[config.mk]
export PLATFORM = sky130hd
export DESIGN_NAME = mz_cmd_sequencer
export DESIGN_NICKNAME = d
export VERILOG_FILES = /design/src/rtl/mz_cmd_sequencer.sv
export SDC_FILE = /design/constraint.sdc
export NUM_CORES = 1
export LEC_CHECK = 0
export ABC_CLOCK_PERIOD_IN_PS = 6700
export CORE_ASPECT_RATIO = 1.25
export CORE_MARGIN = 2
export CORE_UTILIZATION = 61
export CTS_CLUSTER_DIAMETER = 60
export DETAILED_ROUTE_END_ITERATION = 10
export PLACE_DENSITY = 0.83
export SKIP_LAST_GASP = 1
export SYNTH_ARGS = -nofsm -noshare
export SYNTH_HDL_FRONTEND = slang
export SYNTH_SLANG_ARGS = --single-unit
[constraint.sdc]
create_clock -name clock -period 6.7 [get_ports clock]
set_clock_uncertainty 0.05 [all_clocks]
set_input_delay 1.675 -clock clock [delete_from_list [all_inputs] [get_ports clock]]
set_output_delay 1.675 -clock clock [all_outputs]
set_load 0.005 [all_outputs]
[src/rtl/mz_cmd_sequencer.sv]
// -----------------------------------------------------------------------------
// mz_cmd_sequencer
//
// Buffers upstream commands in a small FIFO and replays each one as a strobe
// sequence for a memory-zero controller.
//   op 0 (single write): one cycle of write with addr = lo and din = data,
//                        then a cmd_done pulse.
//   op 1 (zero range)  : ld_high (addr = hi), ld_low (addr = lo), zero on
//                        consecutive cycles. The controller must then raise
//                        busy, and cmd_done pulses the cycle after busy falls.
//                        A range with lo > hi is rejected with cmd_err and no
//                        strobes.
// Commands run strictly one at a time and in FIFO order.
//
// Timing (cycle 0 = first cycle after the accepting clock edge):
//   - The first strobe of a command appears at the earliest in cycle 1.
//   - busy is sampled in the three cycles after the zero strobe. If busy has
//     not been seen by then, cmd_err pulses in the fourth cycle after the zero
//     strobe.
//
// Parameters
//   ADDRWIDTH : controller address width
//   DATAWIDTH : controller data width
//   DEPTH     : command FIFO entries (power of two, >= 2)
//
// Ports
//   clock, reset         : clock and asynchronous active-low reset
//   cmd_valid/cmd_ready  : upstream handshake (cmd_ready = FIFO not full)
//   cmd_op, cmd_lo,
//   cmd_hi, cmd_data     : command payload
//   ld_high, ld_low,
//   write, zero          : registered one-cycle strobes to the controller
//   addr, din            : registered address/data; hold when no strobe is high
//   busy                 : controller busy flag
//   cmd_done, cmd_err    : registered one-cycle completion/error pulses
//   idle                 : FIFO empty and sequencer idle
// -----------------------------------------------------------------------------
module mz_cmd_sequencer #(
  parameter int ADDRWIDTH = 8,
  parameter int DATAWIDTH = 8,
  parameter int DEPTH     = 4
) (
  input  logic                 clock,
  input  logic                 reset,
  input  logic                 cmd_valid,
  output logic                 cmd_ready,
  input  logic                 cmd_op,
  input  logic [ADDRWIDTH-1:0] cmd_lo,
  input  logic [ADDRWIDTH-1:0] cmd_hi,
  input  logic [DATAWIDTH-1:0] cmd_data,
  output logic                 ld_high,
  output logic                 ld_low,
  output logic                 write,
  output logic                 zero,
  output logic [ADDRWIDTH-1:0] addr,
  output logic [DATAWIDTH-1:0] din,
  input  logic                 busy,
  output logic                 cmd_done,
  output logic                 cmd_err,
  output logic                 idle
);

  localparam int PTRW = $clog2(DEPTH);
  localparam int CNTW = PTRW + 1;

  // busy is looked at in WSTART cycles 0..WAIT_LAST. If it is still low in
  // the last of those cycles, the command is abandoned with cmd_err.
  localparam logic [1:0] WAIT_LAST = 2'd2;

  typedef enum logic [2:0] {
    S_IDLE,
    S_WR,
    S_LDH,
    S_LDL,
    S_ZERO,
    S_WSTART,
    S_WDONE
  } state_e;

  typedef struct packed {
    logic                 op;
    logic [ADDRWIDTH-1:0] lo;
    logic [ADDRWIDTH-1:0] hi;
    logic [DATAWIDTH-1:0] data;
  } cmd_t;

  // ---------------------------------------------------------------------------
  // Command FIFO
  // ---------------------------------------------------------------------------
  cmd_t            fifo_q [DEPTH];
  logic [PTRW-1:0] wr_ptr_q, rd_ptr_q;
  logic [CNTW-1:0] count_q;
  logic            push, pop;
  logic            empty, full;
  cmd_t            head;
  cmd_t            cmd_in;

  assign empty     = (count_q == '0);
  assign full      = (count_q == CNTW'(DEPTH));
  assign cmd_ready = !full;
  assign push      = cmd_valid && !full;
  assign head      = fifo_q[rd_ptr_q];

  always_comb begin
    cmd_in.op   = cmd_op;
    cmd_in.lo   = cmd_lo;
    cmd_in.hi   = cmd_hi;
    cmd_in.data = cmd_data;
  end

  // NOTE: the storage array has no reset. Only the pointers and the count
  // decide which entries are valid, and leaving the array out of the reset
  // lets it map onto plain flops or RAM without a reset network.
  always_ff @(posedge clock) begin
    if (push) begin
      fifo_q[wr_ptr_q] <= cmd_in;
    end
  end

  // NOTE: every register below is updated with non-blocking assignments, so
  // all of them see pre-edge values. Blocking assignments here would make the
  // result depend on statement order.
  always_ff @(posedge clock or negedge reset) begin
    if (!reset) begin
      wr_ptr_q <= '0;
      rd_ptr_q <= '0;
      count_q  <= '0;
    end else begin
      // Because DEPTH is a power of two, the pointers wrap by plain overflow.
      if (push) wr_ptr_q <= wr_ptr_q + PTRW'(1);
      if (pop)  rd_ptr_q <= rd_ptr_q + PTRW'(1);
      unique case ({push, pop})
        2'b10:   count_q <= count_q + CNTW'(1);
        2'b01:   count_q <= count_q - CNTW'(1);
        default: count_q <= count_q;
      endcase
    end
  end

  // ---------------------------------------------------------------------------
  // Sequencer FSM
  // ---------------------------------------------------------------------------
  state_e                state_q, state_d;
  logic [ADDRWIDTH-1:0]  cur_lo_q, cur_lo_d;
  logic [1:0]            wait_q, wait_d;
  logic                  write_q, write_d;
  logic                  ld_high_q, ld_high_d;
  logic                  ld_low_q, ld_low_d;
  logic                  zero_q, zero_d;
  logic [ADDRWIDTH-1:0]  addr_q, addr_d;
  logic [DATAWIDTH-1:0]  din_q, din_d;
  logic                  done_q, done_d;
  logic                  err_q, err_d;

  // Each strobe and pulse is computed together with the transition into the
  // state it belongs to. That keeps every output a plain flop, with no
  // combinational path from any input.
  always_comb begin
    // NOTE: every output of this block gets a default first, so each path
    // through the case assigns everything and no latch can be inferred.
    state_d   = state_q;
    cur_lo_d  = cur_lo_q;
    wait_d    = wait_q;
    addr_d    = addr_q;
    din_d     = din_q;
    write_d   = 1'b0;
    ld_high_d = 1'b0;
    ld_low_d  = 1'b0;
    zero_d    = 1'b0;
    done_d    = 1'b0;
    err_d     = 1'b0;
    pop       = 1'b0;

    unique case (state_q)
      S_IDLE: begin
        // Never start a command while the controller still reports busy.
        if (!empty && !busy) begin
          pop      = 1'b1;
          cur_lo_d = head.lo;
          if (!head.op) begin
            state_d = S_WR;
            write_d = 1'b1;
            addr_d  = head.lo;
            din_d   = head.data;
          end else if (head.lo <= head.hi) begin
            state_d   = S_LDH;
            ld_high_d = 1'b1;
            addr_d    = head.hi;
          end else begin
            // Inverted range: reject it and stay ready for the next entry.
            err_d = 1'b1;
          end
        end
      end

      S_WR: begin
        state_d = S_IDLE;
        done_d  = 1'b1;
      end

      S_LDH: begin
        state_d  = S_LDL;
        ld_low_d = 1'b1;
        addr_d   = cur_lo_q;
      end

      S_LDL: begin
        state_d = S_ZERO;
        zero_d  = 1'b1;
        wait_d  = '0;
      end

      S_ZERO: begin
        state_d = S_WSTART;
      end

      S_WSTART: begin
        if (busy) begin
          state_d = S_WDONE;
        end else if (wait_q == WAIT_LAST) begin
          state_d = S_IDLE;
          err_d   = 1'b1;
        end else begin
          wait_d = wait_q + 2'd1;
        end
      end

      S_WDONE: begin
        if (!busy) begin
          state_d = S_IDLE;
          done_d  = 1'b1;
        end
      end

      default: begin
        state_d = S_IDLE;
      end
    endcase
  end

  always_ff @(posedge clock or negedge reset) begin
    if (!reset) begin
      state_q   <= S_IDLE;
      cur_lo_q  <= '0;
      wait_q    <= '0;
      write_q   <= 1'b0;
      ld_high_q <= 1'b0;
      ld_low_q  <= 1'b0;
      zero_q    <= 1'b0;
      addr_q    <= '0;
      din_q     <= '0;
      done_q    <= 1'b0;
      err_q     <= 1'b0;
    end else begin
      state_q   <= state_d;
      cur_lo_q  <= cur_lo_d;
      wait_q    <= wait_d;
      write_q   <= write_d;
      ld_high_q <= ld_high_d;
      ld_low_q  <= ld_low_d;
      zero_q    <= zero_d;
      addr_q    <= addr_d;
      din_q     <= din_d;
      done_q    <= done_d;
      err_q     <= err_d;
    end
  end

  assign write    = write_q;
  assign ld_high  = ld_high_q;
  assign ld_low   = ld_low_q;
  assign zero     = zero_q;
  assign addr     = addr_q;
  assign din      = din_q;
  assign cmd_done = done_q;
  assign cmd_err  = err_q;
  assign idle     = empty && (state_q == S_IDLE);

endmodule

# After elaboration in Yosys (flattened, before gate mapping)
# Memories as Yosys holds them, arrays and structs flattened.
# Cells that the tools add are included.
[totals] regBits=42 latch_bits=0 ramBits=100 mem_bits_ro=0 inputBits=29 out_inout_bits=24 n_memories=1
[mem_list] memory="fifo_q" words=4 width=25 rd=1 rd_clocked_by_memory_dff=0 wr=1 line_no="90" text="cmd_t fifo_q [DEPTH];"
[op_classes] add_sub_neg=5 multipliers=0 n_div=0 n_lt_le_gt_ge=1 n_eq_ne=16 n_shift=0 n_mux=36 bitwise=1 n_reduce_logical=16
[op_table] operator="2-to-1 mux 8 bit" n=3
[op_table] operator="2-to-1 mux 1 bit" n=19
[op_table] operator="2-to-1 mux 3 bit" n=6
[op_table] operator="one-hot mux 3 bit (6 select lines)" n=1
[op_table] operator="one-hot mux 8 bit (2 select lines)" n=1
[op_table] operator="equality test 3 bit, second input constant" n=4
[op_table] operator="AND reduction 3 bit" n=3
[op_table] operator="less-or-equal comparator 8 bit" n=1
[op_table] operator="!= test 2 bit, second input constant" n=4
[op_table] operator="adder 2 x 1 -> 2 bit, second input constant" n=3
[op_table] operator="equality test 3 x 2 -> 1 bit, second input constant" n=2
[op_table] operator="logical NOT 3 bit" n=2
[op_table] operator="!= test 3 bit, second input constant" n=2
[op_table] operator="one-hot mux 3 bit (2 select lines)" n=1
[op_table] operator="nonzero test 2 bit" n=3
[op_table] operator="equality test 2 bit, second input constant" n=2
[op_table] operator="2-to-1 mux 2 bit" n=2
[op_table] operator="one-hot mux 1 bit (2 select lines)" n=2
[op_table] operator="one-hot mux 2 bit (2 select lines)" n=1
[op_table] operator="AND reduction 4 bit" n=1
[op_table] operator="adder 3 x 1 -> 3 bit, second input constant" n=1
[op_table] operator="equality test 3 x 1 -> 1 bit, second input constant" n=1
[op_table] operator="logical AND 1 bit" n=3
[op_table] operator="logical NOT 1 bit" n=3
[op_table] operator="other kinds (4)" n=4

# Depth between registers and ports, before layout
# Gate-level depths: netlist of the first run.
[depth] word_depth=7 mapped_depth=11 ltp_nobuf=10

# Worst setup path before layout of the first run
# Ideal clock, no wire load.
[synth_path] kind="input port to flip-flop" start="in busy" end="reg count_q[2]" arrival_ns=3.432 path_slack_ns=3.139 cell_stages=9 n_path_buf=2 path_cell_list="clkbuf_1 > nor3_1 > buf_2 > ha_1 > inv_1 > fa_1 > xor2_1 > nor2_1 > xor2_1"
[synth_between] elab_chain_len=6 word_cells_on_any_way=8 cone_classes="eq/ne (2); mux (3); reduce/logical (3)"
[synth_rtl] item="start: declaration" line_no="57" text="input logic busy,"
[synth_rtl] item="logical NOT 1 bit *"
[synth_rtl] item="logical AND 1 bit *" line_no="177" text="if (!empty && !busy) begin"
[synth_rtl] item="2-to-1 mux 1 bit *" line_no="177"
[synth_rtl] item="2-to-1 mux 1 bit *" line_no="174" text="unique case (state_q)"
[synth_rtl] item="named net pop" line_no="93" text="logic push, pop;"
[synth_rtl] item="equality test 2 x 1 -> 1 bit / equality test 2 bit (equally long branches)" line_no="132" text="unique case ({push, pop})"
[synth_rtl] item="one-hot mux 3 bit (2 select lines) / nonzero test 2 bit (equally long branches)"
[synth_rtl] item="end signal: assignment" line_no="133" text="2'b10: count_q <= count_q + CNTW'(1);"
[synth_rtl] item="end signal: assignment" line_no="134" text="2'b01: count_q <= count_q - CNTW'(1);"
[synth_rtl] item="end signal: assignment" line_no="135" text="default: count_q <= count_q;"
[synth_rtl] item="end: declaration" line_no="92" text="logic [CNTW-1:0] count_q;"
# Mark *: on every way through the listed nets, which the timed path passes. The rest lies on a longest branch.
# A chain may end at the register's enable or synchronous reset.

# Worst setup path after layout of the first run
[layout_path] start="reg state_q[1]" end="out idle"
[layout_between] elab_chain_len=2
[layout_rtl] item="start: declaration" line_no="143" text="state_e state_q, state_d;"
[layout_rtl] item="start signal: assignment" line_no="255" text="state_q <= state_d;"
[layout_rtl] item="logical NOT 3 bit" line_no="277" text="assign idle = empty && (state_q == S_IDLE);"
[layout_rtl] item="logical AND 1 bit" line_no="277"
[layout_rtl] item="end: declaration" line_no="60" text="output logic idle"
# No other way between the ends.

==> reports/metrics.csv, run 1 <==
stage,metric,value,unit
outcome,status,finished clean,
worst_setup_path,worst_path_max_delay_cell,dfrtp_1,
clock_tree,cts_buffers,17,
clock_tree,path_clk_slew,0.06,ns
logic_synthesis,synth.avg_cell_area,17.0,um^2
detailed_routing,via_per_inst,5.71,
die,fp.dieH,113,um
timing,relSlewSlack,0.372,
die,core_area,0.00922,mm^2
logic_synthesis,synth.ff_latch_count,142,
grt,use_met1,0.261,
grt,gr-total-overflow,0,
pwr,irDropWorstVdd,303,uV
worst_setup_path,worst_ep_arrival_time,2.23,ns
worst_setup_path,cp_slowest_stage_delay,0.55,ns
worst_setup_path,critPathBufInv,1,
die,die_area,0.0104,mm^2
worst_setup_path,worstPathMaxFanout,18,
clock_tree,cts_setup_buffers,0,
flow_run,max-cap-violations,0,
final_layout,drive_gt1_frac,0.217,
grt,grt-busiest-layer,met2,
logic_synthesis,synth_cell_type_count,37,
hold_path,worst_hold_path_type,flop to flop,
timing,fin_crit_sh,0.590,
detailed_routing,drc,0,
grt,grt_util_met2,0.351,
grt,grt_pass1_wl,16200,um
worst_setup_path,worstPathRequired,4.97,ns
logic_synthesis,synth_top_flop_cell,edfxtp_1,
grt,grt_util_met3,0.0555,
detailed_routing,dr.first_iter.drc_count,238,
logic_synthesis,synth_fp_nets,387,
clock_tree,clock-sinks,142,
die,start_util,0.634,
detailed_routing,vias,3097,
logic_synthesis,ys.warnings.count,0,
placement,hpwlAfterDp,6200,um
worst_setup_path,crit_type,flop to output port,
timing,rsz0062_at_grt,false,
final_layout,layoutNonFillerInstCount,542,
timing,slew_viol_final,0,
pwr,finalPower,3.41,mW
placement,dp_cells,510,
grt,grt_max_degree,43,
hold_path,whs_endpoint,din[3],
pwr,power.leakage,2.62,nW
clock_tree,htreeDepth,4,
worst_setup_path,reg2reg_slack,3.43,ns
logic_synthesis,syn_area,0.00585,mm^2
detailed_routing,ant_nets,0,
final_layout,multi_input_area,0.00166,mm^2
clock_tree,cts-resized-gates,0,
timing,fmax,253,MHz
detailed_routing,firstDrtPassIters,4,
timing,setup-tns-final,0,ns
clock_tree,cts_tree,built,
final_layout,syn_to_final_growth,21.1,%
worst_setup_path,r2r-end,addr[5],
die,num_rows,39,
logic_synthesis,syn_inst,343,
timing,worst_pin_slew,0.942,ns
hold_path,hold_path_startpoint,din[3],
die,die_w,91.6,um
worst_setup_path,timing.rr.start,rd_ptr_q[0],
timing,hold_viol_final,0,
detailed_routing,drt_wl_total,9910,um
timing,setup_viol,0,
logic_synthesis,synth-edff-count,100,
worst_setup_path,cp-start-kind,flop,
clock_tree,clockBufferDepth,2,
grt,antenna_found_initial,0,
worst_setup_path,path_cells,or3_1 -> nor4_1 -> clkdlybuf4s50_1,
hold_path,min_path_cells,1,
worst_setup_path,worst-r2r-cell-count,9,
pwr,powerDensity,481,mW/mm^2
die,io_pins,53,
grt,grt.total_usage,0.211,
worst_setup_path,crit_path_end_kind,output port,
placement,io_buffers,52,
placement,finalWeightedCongestion,0.858,
logic_synthesis,ys_async_sr_fraction,0.296,
clock_tree,root_buffer,clkbuf_16,
worst_setup_path,path_delay_family,simple AND/OR/NAND/NOR gates,
detailed_routing,wl_per_cell,18.3,um
clock_tree,clk_latency,0.41,ns
timing,period_minus_slack,3.95,ns
final_layout,num-fill-cells,510,
logic_synthesis,seq_area_frac_synth,0.693,
final_layout,antenna_cells,0,
clock_tree,cts_hold_buffers,0,
final_layout,num-nets-final,450,
grt,grt_pass1_vias,3164,
final_layout,layout.area.seq,0.00405,mm^2
-- report_power, final --
group          internal (mW)  leakage (nW)  switching [mW]  total, mW
logic                  0.602         0.912           0.578       1.18
clock network          0.581         0.281           0.331      0.912
registers               1.20          1.43           0.116       1.32
-- synthesized netlist by cell type (8+ instances only) --
cell type / instances / share of area
edfxtp_1: 100 / 0.51
dfrtp_1: 42 / 0.18
mux2_2: 25 / 0.048
mux4_2: 25 / 0.096
nand2_1: 22 / 0.014
inv_1: 16 / 0.010
ha_1: 14 / 0.030
o21ai_0: 10 / 0.0086
clkbuf_1: 9 / 0.0058
o21ai_1: 9 / 0.0077
a21oi_1: 8 / 0.0068
mux2i_1: 8 / 0.014
-- cell usage in the layout, fill, tap and decap left out, types with 4 or more instances in the layout --
cell type and count:
a21oi_1 8, and3_1 4, buf_4 7, clkbuf_16 17, clkdlybuf4s50_1 51, clkinv_2 4
dfrtp_1 42, edfxtp_1 100, ha_1 14, inv_1 16, mux2_2 25, mux2i_1 8
mux4_2 25, nand2_1 22, nand2b_1 6, nor2_1 7, o21ai_0 10, o21ai_1 9
-- cell type report --
class                   count  share of cell area
multi-input cells         170               0.235
clock inverters            12              0.0207
repair buffers             59              0.0802
inverters                  16             0.00848
clock buffers              20              0.0616
flip-flops and latches    142               0.572
well taps                 123              0.0217
-- sequential cells by signal, summed over array words and instances (netlist names), 2 cells and up --
| signal | flops |
|---|---|
| state_q | 3 |
| count_q | 3 |
| fifo_q | 100 |
| wr_ptr_q | 2 |
| wait_q | 2 |
| addr | 8 |
| rd_ptr_q | 2 |
| cur_lo_q | 8 |
| din | 8 |
-- kinds of logic after synthesis --
kind of cell	Yosys count	share of synthesized area
DFF	142	0.693
muxes	58	0.158
and+or+nand+nor	57	0.0503
AOI/OAI and AO/OA	34	0.0338
buffers and inverters	31	0.0222
adders and majority gates	15	0.0334
xor gates and xnor gates	6	0.00899
-- worst reg2reg max path, stage by stage (launching register included) --
cell      delay, ns
dfrtp_1        0.32
buf_4          0.44
mux4_2         0.63
ha_1           0.34
nor2b_1        0.15
o211ai_1       0.09
a21oi_1        0.13
o21ai_1        0.15
o221ai_2       0.47
mux2_2         0.39
-- metrics by stage --
stage | hold slack, ns | area, um^2 | utilization | setup WS (ns)
floorplan | 0.422 | 5850 | - | 3.14
detailed placement | 0.444 | 6500 | 0.705 | 2.84
global placement | 0.436 | 6500 | 0.705 | 2.96
finish | 0.451 | 7080 | 0.768 | 2.75
global route | 0.476 | 7080 | 0.768 | 2.66
CTS | 0.457 | 7080 | 0.768 | 2.73
-- layer usage --
layer  up-vias  wire length [um]
met5         -                 0
met2        69              5380
met4         0               151
met1      1580              4080
met3        12               300
li1       1436                 -
-- how the worst max path moves through the flow --
stage                     from  slack (ns)          to  depth (start not counted)
global placement          busy        2.96  count_q[2]                          8
finish              state_q[1]        2.75        idle                          3
global route        state_q[1]        2.66        idle                          3
CTS                 state_q[1]        2.73        idle                          3
detailed placement        busy        2.84  count_q[2]                          8
floorplan                 busy        3.14  count_q[2]                          9
Power figures use the tool's default switching activity.
==> inputs of run 2 (changes only) <==
- ABC_CLOCK_PERIOD_IN_PS: 6700 -> 3500
- CORE_UTILIZATION: 61 -> 51
- PLACE_DENSITY: 0.83 -> 0.74
- clock period: 6.7 -> 3.5 ns (I/O delays scaled with it)
==> run 2 against run 1 <==
Net effect: clock-buffer cell count down 2; first-iteration DRC count fell by 26%; critical endpoint unchanged; combinational power increased by 92%; setup slack lost 2.4 ns; register-to-register slack got worse by 3.0 ns; utilization fell by 13 points; hold slack better by 0.0049 ns; clock power increased by 93%; global-route usage decreased by 2.4 points; sequential share of layout area fell by 0.47 points; die area is 19% higher; total power rose by 93%.
==> reports/metrics.csv, run 2 (synthesis gave the netlist of run 1 again) <==
stage,metric,value,unit,change
die,core_area,0.0111,mm^2,+21%
clock_tree,cts_setup_buffers,0,,unchanged
final_layout,final_cell_mix,"edfxtp_1, clkdlybuf4s50_1, dfrtp_1",,
final_layout,antenna_cells,0,,unchanged
worst_setup_path,worstPathMaxFanout,14,,-4
placement,io_buffers,52,,unchanged
timing,hold_viol_final,0,,unchanged
clock_tree,path_clk_slew,0.06,ns,about the same
timing,worst_pin_slew,0.993,ns,+0.0509 ns
timing,relSlewSlack,0.338,,-0.0339
grt,antenna_found_initial,0,,unchanged
grt,grt.total_usage,0.187,,-0.0244
worst_setup_path,worst_path_max_delay_cell,clkdlybuf4s50_1,,
timing,rsz0062_at_grt,false,,
detailed_routing,firstDrtPassIters,4,,unchanged
detailed_routing,dr.first_iter.drc_count,176,,-26%
worst_setup_path,path_cells,or3_1 -> nor4_1 -> clkdlybuf4s50_1,,
detailed_routing,wl_per_cell,18.6,um,+1.8%
placement,hpwlAfterDp,6540,um,+5.6%
worst_setup_path,critPathBufInv,1,,unchanged
worst_setup_path,path_delay_family,simple AND/OR/NAND/NOR gates,,
detailed_routing,drt_wl_total,10400,um,+5.0%
clock_tree,cts-resized-gates,0,,unchanged
timing,period_minus_slack,3.20,ns,
clock_tree,htreeDepth,4,,unchanged
clock_tree,cts_hold_buffers,0,,unchanged
final_layout,final_util,0.642,,-0.127
worst_setup_path,cp_slowest_stage_delay,0.56,ns,about the same
grt,grt_pass1_wl,17200,um,+6.4%
timing,slew_viol_final,0,,unchanged
worst_setup_path,cp-start-kind,flop,,
detailed_routing,ant_nets,0,,unchanged
detailed_routing,vias,3159,,+2.0%
worst_setup_path,worstPathRequired,2.57,ns,-2.40 ns
die,die_area,0.0123,mm^2,+19%
clock_tree,clock-sinks,142,,unchanged
placement,finalWeightedCongestion,0.822,,-4.2%
final_layout,drive_gt1_frac,0.236,,+0.0187
final_layout,layout.area.seq,0.00406,mm^2,about the same
final_layout,multi_input_area,0.00166,mm^2,unchanged
grt,grt_pass1_vias,3364,,+6.3%
hold_path,worst_hold_path_type,flop to flop,,
grt,grt_max_degree,43,,unchanged
timing,setup_viol,0,,unchanged
worst_setup_path,worst_ep_arrival_time,2.27,ns,+0.04 ns
placement,dp_slack,0.336,ns,-2.51 ns
die,die_w,99.8,um,+9.0%
timing,fin_crit_sh,0.914,,
timing,setup-tns-final,0,ns,unchanged
final_layout,layout_commonest_cell,edfxtp_1,,
clock_tree,cts_buffers,17,,unchanged
worst_setup_path,crit_type,flop to output port,,
detailed_routing,drc,0,,unchanged
clock_tree,clk_latency,0.41,ns,about the same
final_layout,num-nets-final,455,,+1.1%
final_layout,syn_to_final_growth,22.2,%,
clock_tree,clockBufferDepth,2,,unchanged
worst_setup_path,crit_path_end_kind,output port,,
final_layout,top_register,fifo_q,,
pwr,power.leakage,2.64,nW,+0.53%
die,io_pins,53,,unchanged
die,num_rows,43,,+10%
die,start_util,0.525,,-0.109
timing,hold_ws,0.456,ns,+0.00488 ns
detailed_routing,via_per_inst,5.65,,-1.1%
grt,gr-total-overflow,0,,unchanged
pwr,irDropWorstVdd,440,uV,+45%
timing,fmax,313,MHz,
timing,timing.final.ws_setup,0.303,ns,-2.45 ns
final_layout,largest_reg_flops,100,,unchanged
clock_tree,cts_tree,built,,
die,fp.dieH,124,um,+9.0%
clock_tree,root_buffer,clkbuf_16,,
outcome,status,finished clean,,
final_layout,num-fill-cells,769,,+51%
flow_run,max-cap-violations,0,,unchanged
pwr,powerDensity,920,mW/mm^2,+91%
## run 2: final timing paths
path | start | end | slack (ns) | cells past startpoint
min reg2reg | din[6] | din[6] | 0.46 | 1
max reg2reg | rd_ptr_q[0] | addr[7] | 0.39 | 9
max in group asynchronous | reset | rd_ptr_q[0] | 2.14 | 1
max | state_q[0] | idle | 0.30 | 3
min | din[6] | din[6] | 0.46 | 1
min in group asynchronous | reset | cur_lo_q[6] | 0.58 | 1
## run 2: area by class of cell
cell class	count	share of cell area
Timing Repair Buffer	64	0.0848
Multi-Input combinational cell	170	0.233
Tap cell	135	0.0236
Inverter	16	0.00841
Clock buffer	18	0.0601
Sequential cell	142	0.568
Clock inverter	14	0.0226
## run 2: layer usage
| metal | wire length, um | GRT usage | up-vias | part of all wire |
|---|---|---|---|---|
| met1 | 4540 | 0.234 | 1631 | 0.44 |
| li1 | - | - | 1441 | - |
| met2 | 5350 | 0.315 | 69 | 0.51 |
| met5 | 0 | 0 | - | 0 |
| met3 | 340 | 0.0421 | 18 | 0.033 |
| met4 | 176 | 0.0822 | 0 | 0.017 |
## run 2: through the flow
step                      area, um^2  power (mW)  cells
after CTS                       7140        6.64    559
final                           7140        6.57    559
after floorplan                 5850        4.09    343
after global routing            7140        6.98    559
after detailed placement        6550        4.85    527
after global placement          6550        4.79    527
## run 2: report_power, final
part | switching, mW | total, mW | leakage [nW] | internal [mW]
Clock | 0.702 | 1.76 | 0.271 | 1.06
Sequential | 0.242 | 2.54 | 1.43 | 2.30
Combinational | 1.09 | 2.27 | 0.937 | 1.17
Total | 2.04 | 6.57 | 2.64 | 4.53
